$ cat config.mk
export PLATFORM = sky130hd
export DESIGN_NAME = trb_trigger_ctrl
export DESIGN_NICKNAME = d
export VERILOG_FILES = /design/src/rtl/dtb_pkg.sv /design/src/rtl/trb_lsb_enc.sv /design/src/rtl/trb_trigger_ctrl.sv
export SDC_FILE = /design/constraint.sdc
export NUM_CORES = 1
export LEC_CHECK = 0
export BUFFER_PORTS_ARGS = -buffer_cell sky130_fd_sc_hd__buf_2
export CAP_MARGIN = 20
export CORE_UTILIZATION = 55
export DETAILED_ROUTE_END_ITERATION = 12
export PLACE_DENSITY = 0.82
export SLEW_MARGIN = 15
export SYNTH_ARGS = -nofsm -noshare
export SYNTH_HDL_FRONTEND = slang
export SYNTH_SLANG_ARGS = --single-unit
$ cat constraint.sdc
create_clock -name clk_i -period 5.95 [get_ports clk_i]
set_input_delay 1.4875 -clock clk_i [delete_from_list [all_inputs] [get_ports clk_i]]
set_output_delay 1.4875 -clock clk_i [all_outputs]
set_load 0.01 [all_outputs]
$ cat src/rtl/dtb_pkg.sv
// dtb_pkg: shared types for trb_trigger_ctrl. The field widths are derived from the P_* sizes,
// so the module parameters must keep their defaults unless these sizes change with them.
package dtb_pkg;
    localparam int P_WIDTH      = 32;
    localparam int P_DEPTH      = 32;
    localparam int P_DELAY_BITS = 2;
    localparam int P_MAX_TRACES = 16;
    localparam int ADDR_BITS    = $clog2(P_DEPTH);
    localparam int POS_BITS     = $clog2(P_WIDTH);
    localparam int TRACE_LOG2   = $clog2(P_MAX_TRACES);
    localparam int TRACE_BITS   = (TRACE_LOG2 > 0) ? $clog2(TRACE_LOG2 + 1) : 1;

    typedef enum logic [1:0] {
        trace_mode,
        rw_stream_mode,
        w_stream_mode,
        r_stream_mode
    } trg_mode_t;

    typedef struct packed {
        trg_mode_t               mode;
        logic [TRACE_BITS-1:0]   trg_num_traces;
        logic [P_DELAY_BITS-1:0] trg_delay;
    } control_t;

    typedef struct packed {
        logic                 trg_event;
        logic [POS_BITS-1:0]  event_pos;
        logic [ADDR_BITS-1:0] event_addr;
    } status_t;

    localparam control_t CONTROL_DEFAULT = '{mode: trace_mode, trg_num_traces: '0, trg_delay: '0};
    localparam status_t  STATUS_DEFAULT  = '0;

    function automatic logic [TRACE_BITS-1:0] clamp_traces(input logic [TRACE_BITS-1:0] n, input int unsigned lim);
        return (n > TRACE_BITS'(lim)) ? TRACE_BITS'(lim) : n;
    endfunction
endpackage

$ cat src/rtl/trb_lsb_enc.sv
// trb_lsb_enc: index of the lowest set bit of vec_i; found_o flags any bit set.
module trb_lsb_enc #(
    parameter int WIDTH = 32
) (
    input  logic [WIDTH-1:0]         vec_i,
    output logic [$clog2(WIDTH)-1:0] idx_o,
    output logic                     found_o
);
    localparam int IW = $clog2(WIDTH);

    always_comb begin
        idx_o = '0;
        for (int i = WIDTH - 1; i >= 0; i--)
            if (vec_i[i]) idx_o = IW'(i);
    end

    assign found_o = |vec_i;
endmodule

$ cat src/rtl/trb_trigger_ctrl.sv
// trb_trigger_ctrl: segmented trigger capture and streaming write controller for a sample buffer.
// Define TRB_TRG_EDGE_EN for per-lane rising-edge triggering (default: level triggering).
module trb_trigger_ctrl
    import dtb_pkg::*;
#(
    parameter int WIDTH      = P_WIDTH,
    parameter int DEPTH      = P_DEPTH,
    parameter int DELAY_BITS = P_DELAY_BITS,
    parameter int MAX_TRACES = P_MAX_TRACES
) (
    input  logic                     clk_i,
    input  logic                     rst_ni,
    input  control_t                 control_i,
    input  logic                     arm_i,
    input  logic                     valid_i,
    input  logic [WIDTH-1:0]         data_i,
    input  logic [WIDTH-1:0]         trg_i,
    output logic                     we_o,
    output logic [$clog2(DEPTH)-1:0] waddr_o,
    output logic [WIDTH-1:0]         wdata_o,
    output status_t                  status_o,
    output logic                     busy_o,
    output logic                     done_o
);
    localparam int AW  = $clog2(DEPTH);
    localparam int AW1 = AW + 1;
    localparam int PW  = AW + DELAY_BITS + 2;
    localparam logic [2:0] S_IDLE = 3'd0, S_ARMED = 3'd1, S_POST = 3'd2, S_DONE = 3'd3, S_STREAM = 3'd4;

    logic [2:0]               state;
    logic                     arm_q;
    control_t                 ctrl_q;
    logic [AW-1:0]            base, off;
    logic [AW:0]              seg_size, post_len, post_cnt;
    logic [PW-1:0]            post_raw;
    logic [WIDTH-1:0]         trg_eff;
    logic [$clog2(WIDTH)-1:0] lsb_idx;
    logic                     lsb_found, start, trig, capture, wr, last_seg, post_hit;

`ifdef TRB_TRG_EDGE_EN
    logic [WIDTH-1:0] trg_q;

    always_ff @(posedge clk_i or negedge rst_ni)
        if (!rst_ni) trg_q <= '0;
        else if (start) trg_q <= '0;
        else if (valid_i) trg_q <= trg_i;

    assign trg_eff = trg_i & ~trg_q;
`else
    assign trg_eff = trg_i;
`endif

    trb_lsb_enc #(.WIDTH(WIDTH)) u_lsb (.vec_i(trg_eff), .idx_o(lsb_idx), .found_o(lsb_found));

    assign seg_size = AW1'(DEPTH) >> clamp_traces(ctrl_q.trg_num_traces, $clog2(MAX_TRACES));
    assign post_raw = ((PW'(ctrl_q.trg_delay) + PW'(1)) * PW'(seg_size)) >> DELAY_BITS;
    assign post_len = (post_raw == '0) ? AW1'(1) : AW1'(post_raw);
    assign start    = (state == S_IDLE) && arm_i && !arm_q;
    assign trig     = valid_i && lsb_found;
    assign capture  = (state == S_ARMED || state == S_POST) && valid_i;
    assign wr       = arm_i && valid_i && (state == S_ARMED || state == S_POST ||
                      (state == S_STREAM && ctrl_q.mode != r_stream_mode));
    assign last_seg = base == AW'(AW1'(DEPTH) - seg_size);
    assign post_hit = (post_cnt + AW1'(1)) == post_len;
    assign busy_o   = state == S_ARMED || state == S_POST || state == S_STREAM;
    assign done_o   = state == S_DONE;

    // arm_q resets high so an arm already asserted at reset release is not taken as an edge
    always_ff @(posedge clk_i or negedge rst_ni)
        if (!rst_ni) begin
            state    <= S_IDLE;
            arm_q    <= 1'b1;
            ctrl_q   <= CONTROL_DEFAULT;
            status_o <= STATUS_DEFAULT;
            base     <= '0;
            off      <= '0;
            post_cnt <= '0;
            we_o     <= 1'b0;
            waddr_o  <= '0;
            wdata_o  <= '0;
        end else begin
            arm_q <= arm_i;
            we_o  <= wr;
            if (wr) begin
                waddr_o <= base + off;
                wdata_o <= data_i;
                off     <= (state != S_STREAM && off == AW'(seg_size - AW1'(1))) ? '0 : off + AW'(1);
            end
            if (!arm_i) state <= S_IDLE;
            else if (start) begin
                ctrl_q   <= control_i;
                status_o <= STATUS_DEFAULT;
                base     <= '0;
                off      <= '0;
                post_cnt <= '0;
                state    <= (control_i.mode == trace_mode) ? S_ARMED : S_STREAM;
            end else if (capture && (state == S_POST || trig)) begin
                if (state == S_ARMED)
                    status_o <= '{trg_event: 1'b1, event_pos: lsb_idx, event_addr: base + off};
                if (!post_hit) begin
                    post_cnt <= post_cnt + AW1'(1);
                    state    <= S_POST;
                end else begin
                    post_cnt <= '0;
                    if (last_seg) state <= S_DONE;
                    else begin
                        base  <= base + AW'(seg_size);
                        off   <= '0;
                        state <= S_ARMED;
                    end
                end
            end
        end
endmodule

==> Word-level counts from Yosys, hierarchy flattened <==
Index checks and enable logic that the tools add are counted.
Widths: inputs -> output; s select.
{ "word_totals": {"in_bits": 75, "regBits": 76} }
{ "op_classes": {"reduce_logical": 25, "eq_ne": 11, "order_cmp": 1, "mux": 57, "n_mul": 1, "addsub": 7, "shift": 1} }
{ "op_table": {"columns": ["cell", "n"], "rows": [
  ["$mux 5", 43],
  ["$mux 11", 3],
  ["$reduce_or 32->1", 1],
  ["$mux 6", 4],
  ["$mux 3", 5],
  ["$add 5x5->5", 2],
  ["$eq 5x5->1", 2],
  ["$logic_and 1x1->1", 9],
  ["$logic_not 9->1", 1],
  ["$mul 3x6->9", 1],
  ["$add 6x1->6 const B", 1],
  ["$eq 3x2->1 const B", 2],
  ["$eq 6x6->1", 1],
  ["$reduce_bool 2->1", 3],
  ["$shr 6x3->6 const A", 1],
  ["$add 5x1->5 const B", 1],
  ["$sub 1x5->5 const A", 1],
  ["$sub 5x1->5 const B", 1],
  ["$logic_or 1x1->1", 4],
  ["$mux 2", 2],
  ["$ne 2x2->1 const B", 2],
  ["$reduce_and 2->1", 2],
  ["$reduce_and 4->1", 1],
  ["$add 2x1->3 const B", 1],
  ["other kinds (9)", 9]
]} }

==> Logic depth before layout (Yosys ltp) <==
Gate-level depths: netlist of the first run.
{ "depth": {"word_depth": 35, "mapped_depth": 14, "mapped_depth_nobuf": 14} }

==> Cells and area by module <==
Synthesis of the first run repeated with hierarchy kept, for this count alone.
{ "unflattened": {"hier_cells": 526, "hier_area_um2": 4541.9} }
{ "by_module_without_submodules": {"columns": ["mod", "area_per_inst_um2", "cells_per_inst", "instances"], "rows": [
  ["trb_trigger_ctrl", 4156.5, 461, 1],
  ["trb_lsb_enc", 385.4, 65, 1]
]} }

==> Least setup slack after synthesis of the first run <==
No wires, ideal clock.
{ "synth_timing": {"path_kind": "register to register", "startpoint": "register ctrl_q[4] (netlist name)", "endpoint": "register base[1]", "synth_period_minus_slack_ns": 3.542, "t_arrival_ns": 3.421, "path_buffers": 1, "path_slack_ns": 2.408, "stages_incl_launch_ff": 14, "setup_ns": 0.121, "cell_sequence": "dfrtp_1 -> clkbuf_1 -> nor3b_1 -> and2_1 -> fa_1 -> inv_1 -> fa_1 -> nand2b_1 -> a21oi_1 -> mux2i_1 -> a311oi_2 -> o2111ai_1 -> a21o_1 -> a22o_1"} }
{ "synth_via": {"elab_chain_len": 9, "word_cells_on_any_way": 17} }
{ "synth_rtl": {"columns": ["item", "line_no", "source"], "rows": [
  ["start, declared", "trb_trigger_ctrl.sv:32", "control_t ctrl_q;"],
  ["start signal, assigned", "trb_trigger_ctrl.sv:91", "ctrl_q <= control_i;"],
  ["$gt 3x3->1", "dtb_pkg.sv:36", "return (n > TRACE_BITS'(lim)) ? TRACE_BITS'(lim) : n;"],
  ["$mux 3 (*)", "dtb_pkg.sv:36", null],
  ["$shr 6x3->6 (*)", "trb_trigger_ctrl.sv:55", "assign seg_size = AW1'(DEPTH) >> clamp_traces(ctrl_q.trg_num_traces, $clog2(MAX_TRACES));"],
  ["$mul 3x6->9", "trb_trigger_ctrl.sv:56", "assign post_raw = ((PW'(ctrl_q.trg_delay) + PW'(1)) * PW'(seg_size)) >> DELAY_BITS;"],
  ["$logic_not 9->1", "trb_trigger_ctrl.sv:57", "assign post_len = (post_raw == '0) ? AW1'(1) : AW1'(post_raw);"],
  ["$mux 6", "trb_trigger_ctrl.sv:57", null],
  ["$eq 6x6->1", "trb_trigger_ctrl.sv:64", "assign post_hit = (post_cnt + AW1'(1)) == post_len;"],
  ["$reduce_bool 2->1 (no line)", null, null],
  ["$reduce_and 4->1 (no line)", null, null],
  ["end signal, assigned", "trb_trigger_ctrl.sv:107", "base <= base + AW'(seg_size);"],
  ["end, declared", "trb_trigger_ctrl.sv:33", "logic [AW-1:0] base, off;"]
]} }
Every way passes the cells marked *; elsewhere a longest branch is shown, timed or not. The select of a mux whose other input is x is not followed.
A chain may end at the register's enable or synchronous reset.

==> Worst setup path after layout of the first run <==
{ "layout_timing": {"startpoint": "register ctrl_q[0] (netlist name)", "endpoint": "register base[1]"} }
{ "layout_via": {"elab_chain_len": 7} }
{ "layout_rtl": {"columns": ["item", "line_no"], "rows": [
  ["$add 2x1->3 (*)", "trb_trigger_ctrl.sv:56"],
  ["$mul 3x6->9 (*)", "trb_trigger_ctrl.sv:56"],
  ["$logic_not 9->1", "trb_trigger_ctrl.sv:57"],
  ["$mux 6 (*)", "trb_trigger_ctrl.sv:57"],
  ["$eq 6x6->1 (*)", "trb_trigger_ctrl.sv:64"],
  ["$reduce_bool 2->1 (no line) (*)", null],
  ["$reduce_and 4->1 (no line) (*)", null]
]} }
Every way passes the cells marked *; elsewhere a longest branch is shown, timed or not.

==> results of run 1 <==
==> worst register-to-register path, delay by kind of cell, from the launching register on <==
family | cells | cell delay [ns]
XOR/XNOR | 1 | 0.26
adder cells (fa/ha/maj) | 3 | 1.35
AND/OR/NAND/NOR | 2 | 0.29
flip-flops | 1 | 0.45
AO/OA/AOI/OAI | 5 | 1.38
buffers and inverters | 1 | 0.07
==> power groups by stage <==
stage	clock, mW	sequential, mW	combinational (mW)
finish	0.377	0.867	1.12
detailed placement	0	0.873	1.12
global placement	0	0.863	1.09
floorplan	0	0.910	0.722
global route	0.401	0.896	1.23
CTS	0.381	0.866	1.12
==> metal layers <==
| layer | up-vias | wire, um | global-route usage | part of all wire |
|---|---|---|---|---|
| met3 | 25 | 571 | 0.0558 | 0.055 |
| met4 | 0 | 270 | 0.114 | 0.026 |
| li1 | 1846 | - | - | - |
| met5 | - | 0 | 0 | 0 |
| met1 | 1858 | 4200 | 0.304 | 0.41 |
| met2 | 136 | 5290 | 0.435 | 0.51 |
==> area by class of cell <==
type	instances	area share
multi-input cells	336	0.460
clock inverters	7	0.0108
well taps	102	0.0235
flip-flops and latches	76	0.351
repair buffers	126	0.117
clock buffers	9	0.0228
inverters	22	0.0152
==> metrics by stage <==
step | hold slack (ns) | cells | utilization | total power [mW]
5_1_grt | 0.517 | 678 | 0.692 | 2.53
3_5_place_dp | 0.465 | 662 | 0.668 | 1.99
4_1_cts | 0.489 | 678 | 0.692 | 2.37
2_1_floorplan | 0.446 | 448 | - | 1.63
6_report | 0.485 | 678 | 0.692 | 2.36
3_3_place_gp | 0.455 | 662 | 0.668 | 1.95
==> worst paths after layout <==
kind                               end
setup / recovery               base[1]
hold / removal               ctrl_q[5]
setup reg to reg               base[1]
hold reg to reg              ctrl_q[5]
max in group asynchronous  wdata_o[25]
min in group asynchronous  status_o[8]
==> cells in the mapped netlist (6+ instances only) <==
master	n	area share
nor2b_1	7	0.0097
mux2_2	37	0.092
nand3_1	7	0.0077
ha_1	19	0.052
inv_1	22	0.018
o21ai_0	15	0.017
a21oi_1	19	0.021
a22o_1	7	0.014
dfrtp_1	75	0.41
xnor2_1	13	0.025
clkbuf_1	7	0.0058
xor2_1	11	0.021
nor2_1	31	0.026
fa_1	6	0.026
a21o_1	6	0.0099
and2_1	12	0.017
nand2_1	50	0.041
nor3_1	7	0.0077
nor3b_1	6	0.0099
nor4_1	8	0.011
==> logic make-up after synthesis <==
kind of cell | synth area share
fa+ha+maj | 0.0789
other cells | 0.000827
compound gates | 0.145
flops | 0.419
mux | 0.0940
buf+inv | 0.0336
simple gates | 0.177
xor+xnor | 0.0513
==> sequential cells by signal, indices dropped and copies added (netlist names) <==
name      count
wdata_o      32
status_o     11
ctrl_q        7
post_cnt      6
base          5
off           5
waddr_o       5
state         3
arm_q         1
we_o          1
==> run metrics, run 1 <==
status=completed; Int Pwr=approximately 1.4 mW; sequential cell area fraction in the yosys report=0.419; Distinct cells, synth=62; Via Count=between 3000 and 4000; Fin. Hold Viols=0; CP top delay family=compound AO/OA/AOI/OAI gates; Critical Path Stages=12; P_sw=around 960 uW; Worst-Skew Late Latency=approximately 0.36 ns; # diodes=0; Logic pwr share=0.473; post-route ant nets=0; prevailing post-synth register cell=dfrtp_1; Rows=32; vias per inst=about 5.7; number of global-route vias before repair=approximately 3800; Critical R2R Launch=ctrl_q[0]; Placer Congestion=around 0.89; die area=roughly 0.0086 mm2; grt ovf=0; critical path arrival=between 4 and 5 ns; hold buffers post-CTS=0; VDD IR max=0.227 mV; PnR worst setup slack=~2 ns; fill count=610; CP Launch Type=register; cell count after synthesis=between 400 and 500; Clk pwr share=0.160; Fin Setup TNS=0 ns; WP data required=around 6.2 ns; Slowest cell on crit path=fa_1; Bufs and invs on worst path=1; largest net degree at the start of global routing=a little under 80; synthesized flop and latch total=76; # DRC=0; CTS tree=built; Final Cycle Share=0.660; crit end category=register; initial antenna violation count=0; Sw Share=0.408; total CTS buffers=9; layout cell share with drive strength beyond 1=0.332; final instance area=0.00543 mm2; Nets=671; skew final=around 0.013 ns; critical path type=reg2reg; internal reg-to-reg setup slack=2.03 ns; max_slew headroom=0.354; die height=around 93 um; leak pwr=about 2.7 nW; Initial DRC Count=~220; global-route wire length before repair=roughly 17 mm; H-tree levels=3; Area Growth Syn to Fin=19.6%; Ys Warns=0; Post-synth EDFFs=0; # Post-CTS Setup Buffers=0; Core Area=between 0.007 and 0.008 mm2; Flop pwr share=0.367; Post-DP Area=0.00525 mm2; fin crit period=3.92 ns; Critical Path Start=ctrl_q[0]; fmax=approximately 0.25 GHz; final wirelength=approximately 10 mm; hold path startpoint=ctrl_q[5]; final setup fails=0; commonest non-fill, non-tap cells in the layout=124 x buf_2, 75 x dfrtp_1, 50 x nand2_1; ys async rst share=1.00; mapped cell area=0.00454 mm2; clk sink count=76; FF/Latch Area=0.00190 mm2; post-CTS sizing=0; I/O pins=between 100 and 150; DIE WIDTH=approximately 93 um; syn avg cell area=around 10 um2; Pins Over Slew Limit=0; Global Route Usage Sum=0.254; max-cap violation count=0; average wire per standard cell=around 15 um; post-DP HPWL=7.70 mm; RSZ-0062 raised after global routing=no; Place WS=2.04 ns; area occupied by multi-input gates=0.00250 mm2; clk slew on worst S/H paths=approximately 0.090 ns; CTS Root Cell=clkbuf_8; crit-path most repeated cell=fa_1; initial core utilization=0.578; Crit Path Max Fanout=6; Hold Crit Depth=2; CP peak stage delay=~0.53 ns; Hold WC Path Type=reg2reg; worst-case clock buffer depth=2; PortBufs=~130; CP Cell Sequence=ha_1, and2_1, fa_1, inv_1, fa_1, xor2_1, nand3b_1, a221oi_1, a311o_1, o2111ai_1, a21o_1, a22o_1; DR pass1 iterations=5; most common cell after layout, fill and taps aside=buf_2; Pwr Density=about 440 mW/mm2; Reg2Reg Depth=12; Least-Margin Pin Slew=between 0.9 and 1 ns
(Power assumes the default switching activity.)
==> run 2, diff against run 1 <==
CORE_UTILIZATION = 48   (was 55)
PLACE_DENSITY = 0.76   (was 0.82)
clock period = 3.43 ns   (was 5.95 ns; I/O delays follow)
==> run 2 against run 1 <==
Against the previous run:
- the flow now finishes with violations (DRC, setup timing)
- register-to-register slack got worse by 2.1 ns
- worst setup slack lost 2.1 ns
- design area is 7.5% higher
- wire length rose by 2.6%
- critical path type unchanged
- die area grew 14%
- worst hold slack about the same
- sequential share of layout area is 2.4 points lower
- largest power group unchanged
- global-route usage down 3.1 points
- largest cell class unchanged
- flip-flop and latch count did not move
- clock power grew 96%
- power increased by 96%
==> run metrics, run 2 (same netlist as run 1, synthesis figures left out) <==
max-cap violation count=0 (unchanged); final setup fails=6 (+6); Slowest cell on crit path=fa_1; Core Area=0.00920 mm2 (+17%); number of global-route vias before repair=3944 (+4.6%); Via Count=3943 (+2.0%); vias per inst=5.55 (-2.6%); critical path type=reg2reg; fill count=744 (+22%); CP peak stage delay=0.56 ns (+0.03 ns); Nets=695 (+3.6%); total CTS buffers=9 (unchanged); Worst-Skew Late Latency=0.35 ns (about the same); hold_ws=0.485 ns (+0.000165 ns); Rows=35 (+9.4%); Global Route Usage Sum=0.223 (-0.0311); layout cell share with drive strength beyond 1=0.407 (+0.0757); largest net degree at the start of global routing=77 (unchanged); PortBufs=125 (unchanged); fin crit period=3.46 ns (-0.460 ns); die height=99.2 um (+6.9%); H-tree levels=3 (unchanged); initial antenna violation count=0 (unchanged); final wirelength=10.6 mm (+2.6%); clk slew on worst S/H paths=0.08 ns (about the same); Largest register FFs=32 (unchanged); Initial DRC Count=201 (-9.0%); crit end category=register; failing checks=DRC, setup timing; CTS tree=built; CP Launch Type=register; WP data required=3.65 ns (-2.54 ns); Placer Congestion=0.905 (+2.0%); Pins Over Slew Limit=0 (unchanged); I/O pins=126 (unchanged); fmax=0.289 GHz (+13%); CP top delay family=adder cells; hold buffers post-CTS=0 (unchanged); Least-Margin Pin Slew=0.947 ns (-0.0211 ns); critical path arrival=3.69 ns (-0.47 ns); Reg with most FFs=wdata_o; initial core utilization=0.493 (-0.0848); Fin. Hold Viols=0 (unchanged); # diodes=0 (unchanged); PnR worst setup slack=-0.0347 ns (-2.06 ns); Top Registers=wdata_o (32), status_o (11), ctrl_q (7); die area=0.00984 mm2 (+14%); DIE WIDTH=99.2 um (+6.9%); worst-case clock buffer depth=2 (unchanged); clk sink count=76 (unchanged); global-route wire length before repair=17.8 mm (+3.4%); # DRC=1 (+1); Post-Layout Cell Count=710 (+4.7%); Final Cycle Share=1.01 (+0.351); most common cell after layout, fill and taps aside=buf_2; placed insts=690 (+4.2%); VDD IR max=0.413 mV (+82%); leak pwr=2.86 nW (+6.1%); average wire per standard cell=14.9 um (-2.1%); Fin Setup TNS=-0.115 ns (-0.115 ns); Crit Path Max Fanout=6 (unchanged); skew final=0.0148 ns (+0.00229 ns); Area Growth Syn to Fin=28.7%; RSZ-0062 raised after global routing=yes; post-route ant nets=0 (unchanged); commonest non-fill, non-tap cells in the layout=124 x buf_2, 74 x dfrtp_1, 50 x nand2_1; Hold WC Path Type=reg2reg; Bufs and invs on worst path=2 (+1); status=complete, but fails checks; CTS Root Cell=clkbuf_8; max_slew headroom=0.368 (+0.0141); post-DP HPWL=7.83 mm (+1.7%); CP Cell Sequence=ha_4, and2_4, fa_1, inv_2, fa_2, xor2_2, buf_4, xnor2_1, nor4_4, o2111ai_2, a21o_1, a22o_1; DR pass1 iterations=9 (+4); Pwr Density=793 mW/mm2 (+82%); grt ovf=0 (unchanged)
## run 2: cell types whose count changed in the layout (fill, tap and decap cells not counted), sizes merged
cell      before  now
clkinvlp       1    0
inv           25   23
bufinv         0    2
buf          126  150
## run 2: repair_timing
action / 4_1_cts / 5_1_grt
setup endpoints to repair: 15 / 18
buffers inserted: 2 / 3
resized for setup: 21 / 15
pin swaps: 17 / 13
## run 2: routing by layer
metal  track usage  wire length [um]  share of wire
met5             0                 0              0
met4        0.0769                72         0.0068
met3        0.0267               414          0.039
met2         0.397              5640           0.53
met1         0.280              4470           0.42
## run 2: final cells by class
cell class	instances	area, um2	share of cell area
tap	111	139	0.0238
clock buffer	9	124	0.0212
multi-input combinational	336	2680	0.460
timing repair buffer	150	816	0.140
clock inverter	6	87.6	0.0150
inverter	22	82.6	0.0141
sequential	76	1900	0.326
## run 2: worst register-to-register path, delay by kind of cell, from the launching register on
kind | cells | cell delay [ns]
fa+ha+maj | 3 | 1.23
compound gates | 3 | 0.70
simple gates | 2 | 0.50
flops | 1 | 0.41
xor+xnor | 2 | 0.34
buf+inv | 2 | 0.20
## run 2: per-stage QoR
step	utilization	area, um2	worst slack (ns)	power [mW]
final	0.635	5840	-0.0347	4.63
after global routing	0.635	5840	-0.163	4.94
after CTS	0.626	5760	-0.0651	4.53
after detailed placement	0.588	5410	-0.164	3.60
after global placement	0.588	5410	-0.0636	3.52
after floorplan	-	4560	0.00201	2.85
## run 2: report_power, final
group	internal, mW	switching (mW)
Sequential	1.24	0.249
Combinational	1.19	1.21
Clock	0.407	0.330
Total	2.84	1.79
## run 2: final timing paths
path,startpoint,end,slack [ns],cells after the start
worst min register to register,ctrl_q[5],ctrl_q[5],0.49,2
worst min-delay path,ctrl_q[5],ctrl_q[5],0.49,2
worst max register to register,ctrl_q[1],base[1],-0.03,12
worst max-delay path,ctrl_q[1],base[1],-0.03,12
min in group asynchronous,rst_ni,wdata_o[18],0.63,1
max in group asynchronous,rst_ni,ctrl_q[4],2.13,1
